### config.mk
export PLATFORM = sky130hd
export DESIGN_NAME = dmaapb_lock_rst_seq
export DESIGN_NICKNAME = d
export VERILOG_FILES = /design/src/rtl/dmaapb_rst_pkg.sv /design/src/rtl/dmaapb_sync2.sv /design/src/rtl/dmaapb_lock_rst_seq.sv
export SDC_FILE = /design/constraint.sdc
export NUM_CORES = 1
export LEC_CHECK = 0
export ABC_AREA = 1
export BUFFER_PORTS_ARGS = -buffer_cell sky130_fd_sc_hd__buf_4
export CORE_MARGIN = 2
export CORE_UTILIZATION = 60
export CTS_CLUSTER_SIZE = 40
export DETAILED_ROUTE_END_ITERATION = 10
export GPL_ROUTABILITY_DRIVEN = 0
export MAX_ROUTING_LAYER = met4
export PLACE_DENSITY_LB_ADDON = 0.25
export SLEW_MARGIN = 20
export SYNTH_ARGS = -nofsm -noshare
export SYNTH_HDL_FRONTEND = slang
export SYNTH_HIERARCHICAL = 1
export SYNTH_SLANG_ARGS = --single-unit
### constraint.sdc
create_clock -name GL0 -period 3.6 [get_ports GL0]
set_clock_uncertainty 0.2 [all_clocks]
set_input_delay 0.36 -clock GL0 [delete_from_list [all_inputs] [get_ports GL0]]
set_output_delay 0.36 -clock GL0 [all_outputs]
set_load 0.02 [all_outputs]
### src/rtl/dmaapb_rst_pkg.sv
// dmaapb_rst_pkg: shared state encoding, loss-counter sizing and counter-width helper
package dmaapb_rst_pkg;
  localparam int STATE_W = 2;
  typedef enum logic [STATE_W-1:0] {
    WAIT_LOCK = 2'd0,
    STABILIZE = 2'd1,
    RELEASE   = 2'd2,
    RUN       = 2'd3
  } state_t;
  localparam int LOSS_W = 8;
  localparam logic [LOSS_W-1:0] LOSS_SAT = 8'd255;
  function automatic int cnt_width(input int a, input int b);
    return $clog2(a > b ? a : b);
  endfunction
endpackage

### src/rtl/dmaapb_sync2.sv
// dmaapb_sync2: two-flop synchroniser into the GL0 domain, cleared by RESET
module dmaapb_sync2 (
  input  logic GL0,
  input  logic RESET,
  input  logic D,
  output logic Q
);
  logic meta;
  // first flop may go metastable; second flop gives it a full cycle to settle
  always_ff @(posedge GL0 or posedge RESET)
    if (RESET) {Q, meta} <= 2'b00;
    else {Q, meta} <= {meta, D};
endmodule

### src/rtl/dmaapb_lock_rst_seq.sv
// dmaapb_lock_rst_seq: lock-qualified staggered reset release; optional lock-loss counter via LOCK_LOSS_CNT_EN
module dmaapb_lock_rst_seq
  import dmaapb_rst_pkg::*;
#(
  parameter int LOCK_STABLE_CYCLES = 1024,
  parameter int STAGGER_CYCLES     = 16,
  parameter int NUM_DOMAINS        = 3
) (
  input  logic                   GL0,
  input  logic                   RESET,
  input  logic                   LOCK,
  input  logic                   SW_RESET,
  output logic [NUM_DOMAINS-1:0] RST_N,
  output logic                   READY,
  output logic [STATE_W-1:0]     STATE,
  output logic [LOSS_W-1:0]      LOSS_CNT
);
  localparam int CW = cnt_width(LOCK_STABLE_CYCLES, STAGGER_CYCLES);
  localparam int IW = $clog2(NUM_DOMAINS + 1);
  state_t state, state_n;
  logic [CW-1:0] cnt, cnt_n;
  logic [IW-1:0] idx, idx_n;
  logic [NUM_DOMAINS-1:0] rst_n_n;
  logic ready_n, lock_s;
  dmaapb_sync2 u_sync (.GL0(GL0), .RESET(RESET), .D(LOCK), .Q(lock_s));
  // state, counters and registered reset outputs
  always_ff @(posedge GL0 or posedge RESET)
    if (RESET) begin
      state <= WAIT_LOCK;
      cnt   <= '0;
      idx   <= '0;
      RST_N <= '0;
      READY <= 1'b0;
    end else begin
      state <= state_n;
      cnt   <= cnt_n;
      idx   <= idx_n;
      RST_N <= rst_n_n;
      READY <= ready_n;
    end
  // lock loss beats SW_RESET; SW_RESET only matters once releasing has begun
  always_comb begin
    state_n = state;
    cnt_n   = cnt;
    idx_n   = idx;
    rst_n_n = RST_N;
    ready_n = READY;
    if (state != WAIT_LOCK && !lock_s) begin
      state_n = WAIT_LOCK;
      cnt_n   = '0;
      rst_n_n = '0;
      ready_n = 1'b0;
    end else if ((state == RELEASE || state == RUN) && SW_RESET) begin
      state_n = STABILIZE;
      cnt_n   = '0;
      rst_n_n = '0;
      ready_n = 1'b0;
    end else begin
      case (state)
        WAIT_LOCK: if (lock_s) begin
          state_n = STABILIZE;
          cnt_n   = '0;
        end
        STABILIZE: if (cnt == CW'(LOCK_STABLE_CYCLES - 1)) begin
          rst_n_n[0] = 1'b1;
          cnt_n      = '0;
          idx_n      = IW'(1);
          state_n    = NUM_DOMAINS == 1 ? RUN : RELEASE;
          ready_n    = NUM_DOMAINS == 1;
        end else cnt_n = cnt + CW'(1);
        RELEASE: if (cnt == CW'(STAGGER_CYCLES - 1)) begin
          rst_n_n = RST_N | (NUM_DOMAINS'(1) << idx);
          idx_n   = idx + IW'(1);
          cnt_n   = '0;
          state_n = idx == IW'(NUM_DOMAINS - 1) ? RUN : RELEASE;
          ready_n = idx == IW'(NUM_DOMAINS - 1);
        end else cnt_n = cnt + CW'(1);
        RUN: ;
      endcase
    end
  end
  assign STATE = state;
`ifdef LOCK_LOSS_CNT_EN
  // one count per lock loss: the edge that drops back to WAIT_LOCK
  always_ff @(posedge GL0 or posedge RESET)
    if (RESET) LOSS_CNT <= '0;
    else if (state != WAIT_LOCK && !lock_s && LOSS_CNT != LOSS_SAT) LOSS_CNT <= LOSS_CNT + LOSS_W'(1);
`else
  assign LOSS_CNT = '0;
`endif
endmodule

==> impl_metrics.py <==
metrics = {
    "clock_network": {
        "clk_pin_slew_worst_paths_ns": 0.13,
        "ctsRootBufferMaster": "clkbuf_4",
        "cts_max_path_buffers": 2,
        "cts.htree.levels": 1,
        "cts.sinks": 20,
        "cts_resized": 0,
        "cts_tree": "yes",
        "clk_latency_ns": 0.32,
        "numCtsBuffers": 3,
    },
    "power_and_ir_drop": {
        "clockPowerShare_pct": 13.5,
        "netSwitchingPower_w": 0.000516,
        "p_int_w": 0.000531,
        "pwr-share-comb_pct": 56.3,
        "cellLeakagePower_nw": 0.799,
        "pwr_density_cell_nw_per_um2": 668,
        "irDropWorstVdd_mv": 0.521,
        "p_seq_share_pct": 30.2,
        "switching_share_pct": 49.3,
    },
    "sta": {
        "hold_viol": 0,
        "setup_violations": 0,
        "hold_ws_ns": 0.183,
        "timing.fmax_ghz": 0.484,
        "slew-limit-headroom_pct": 53.1,
        "period_minus_slack_ns": 2.06,
        "worst_pin_slew_ns": 0.702,
        "slew_violations": 0,
        "fin_crit_sh_pct": 57.3,
        "setup_tns_ns": 0,
        "grt_setup_unrepaired": "no",
    },
    "yosys": {
        "synthFlopType": "dfrtp_1",
        "ys.warnings.count": 6,
        "ys_top_cells_by_area": "dfrtp_1 34%, nand2_1 12%, ha_1 7.7%, inv_1 5.9%, nor2_1 5.7%",
        "ys_async_sr_fraction_pct": 100,
        "yosysUniqueCellTypes": 29,
        "syn_avg_cell_area_sq_um": 7.33,
        "synthCells": 199,
        "yosysSeqAreaShare_pct": 34.3,
        "synth_edf_count": 0,
        "yosys-top-cells-count": "45 x nand2_1, 23 x inv_1, 22 x nor2_1, 20 x dfrtp_1, 15 x nand3_1",
        "synth_area_sq_um": 1460,
        "yosysMostFrequentCell": "nand2_1",
        "ys_ff_latch": 20,
        "yosys.area.top_type": "dfrtp_1",
        "yosysTopAreaCellShare_pct": 34.3,
    },
    "floorplan": {
        "core_sq_um": 2250,
        "initial_core_util_pct": 64.7,
        "die_area_sq_um": 2840,
        "placementRows": 17,
        "io_pins": 18,
        "die_w_um": 53.3,
        "die_y_um": 53.3,
    },
    "setup_path": {
        "startpoint_type": "flip-flop",
        "critPathKind": "reg -> reg",
        "cp.arrival_ns": 2.08,
        "cp-end-kind": "flip-flop",
        "ff2ff_path_depth": 10,
        "worstPathRequired_ns": 3.62,
        "cp_max_fo": 7,
    },
    "layout": {
        "layout.nets": 224,
        "final_util_pct": 69.5,
        "layout-drive-gt1-share_pct": 16.2,
        "synthToLayoutAreaGrowth_pct": 7.38,
        "diodes": 0,
    },
    "job": {
        "drv_cap": 0,
    },
    "drt": {
        "ant_nets": 0,
        "vias": 1300,
        "drtPass1Iterations": 4,
        "drc": 0,
        "drtIter0Drc": 41,
        "drt_wl_total_um": 3020,
        "wl_per_cell_um": 12.7,
        "vias_per_cell": 5.46,
    },
    "global_routing": {
        "track_usage_pct": 25.9,
        "antenna_found_initial": 0,
        "grt_pass1_vias": 1219,
        "grt_overflow": 0,
        "grt_pass1_wl_um": 5180,
        "grt_max_degree": 19,
    },
    "min_path": {
        "holdPathStages": 0,
        "hold_path.class": "reg -> reg",
    },
    "placed_design": {
        "portBuffers": 9,
        "dp.final_hpwl_um": 2280,
    },
    "run_status": {
        "status": "completed",
    },
}
## logic make-up (layout without fill, tap and decap cells)
kind of cell    count (synthesis)  in the layout  synth area share [%]
fa+ha+maj                       9              9                  7.72
xor+xnor                        1              1                 0.600
buf+inv                        38             42                  12.3
other cells                     1              8                 0.257
compound gates                 20             20                  8.06
flops                          20             20                  34.3
simple gates                  110            110                  36.8
## area by class of cell
| class | instances | area, sq um |
|---|---|---|
| clock buffer | 4 | 36.3 |
| fill | 194 | 688 |
| inverter | 27 | 101 |
| multi-input combinational | 148 | 806 |
| sequential | 20 | 500 |
| tap | 28 | 35.0 |
| timing repair buffer | 11 | 87.6 |
## stage by stage
step                      std cells  total power [W]  cell area, sq um  worst slack (ns)
after floorplan                 206         0.000768              1490              1.67
after detailed placement        232         0.000899              1510              1.55
after global placement          232         0.000871              1510              1.63
after global routing            238          0.00113              1570              1.34
final                           238          0.00105              1570              1.54
after CTS                       238          0.00104              1570              1.54
## power by group through the flow
stage	sequential (W)	combinational [W]	clock, W
final	0.000316	0.000590	0.000141
after global routing	0.000325	0.000659	0.000149
after CTS	0.000315	0.000584	0.000137
after detailed placement	0.000320	0.000579	0
after global placement	0.000315	0.000556	0
after floorplan	0.000343	0.000425	0
## layout by cell type, fill, tap and decap left out, types with 4 or more instances in the layout
| cell | count |
|---|---|
| nand3_2 | 4 |
| nand3_1 | 15 |
| o21ai_1 | 4 |
| nand4_1 | 8 |
| nor2_1 | 22 |
| conb_1 | 8 |
| nand2_1 | 45 |
| a21oi_1 | 5 |
| dfrtp_1 | 20 |
| nor3_1 | 4 |
| inv_1 | 23 |
| o21ai_0 | 6 |
| buf_4 | 9 |
| ha_1 | 9 |
## worst paths after layout
| path | start | to | slack [ns] |
|---|---|---|---|
| setup / recovery | STATE[0] | idx[1] | 1.54 |
| hold / removal | u_sync/meta | u_sync/Q | 0.18 |
| min in group asynchronous | RESET | u_sync/meta | 0.23 |
| hold reg to reg | u_sync/meta | u_sync/Q | 0.18 |
| max in group asynchronous | RESET | RST_N[0] | 2.26 |
| setup reg to reg | STATE[0] | idx[1] | 1.54 |
## flip-flops by register name, summed over array words and instances (netlist names)
| register | cells |
|---|---|
| cnt | 10 |
| RST_N | 3 |
| u_sync/Q | 1 |
| READY | 1 |
| u_sync/meta | 1 |
| STATE | 2 |
| idx | 2 |
## routing by layer
metal / routed length [um] / GRT usage (%) / up-vias
met3: 118 / 3.39 / 4
met1: 1440 / 33.2 / 616
met5: 0 / - / -
li1: - / - / 643
met4: 42 / 9.40 / 0
met2: 1420 / 41.6 / 37
## timing repair
item | in CTS | in global routing
hold buffers | 2 | 0
setup buffers | 0 | 0
hold endpoints to repair | 21 | 0
## critical path, stage by stage, from the launching register on
cell	delay (ns)
dfrtp_1	0.50
inv_1	0.12
ha_1	0.29
nor2_1	0.15
nor2_2	0.09
nor2_4	0.16
nand2_4	0.08
inv_2	0.10
nand3_2	0.12
nand2_1	0.09
o21ai_1	0.06
No activity file was read; power rests on OpenSTA's default activity.
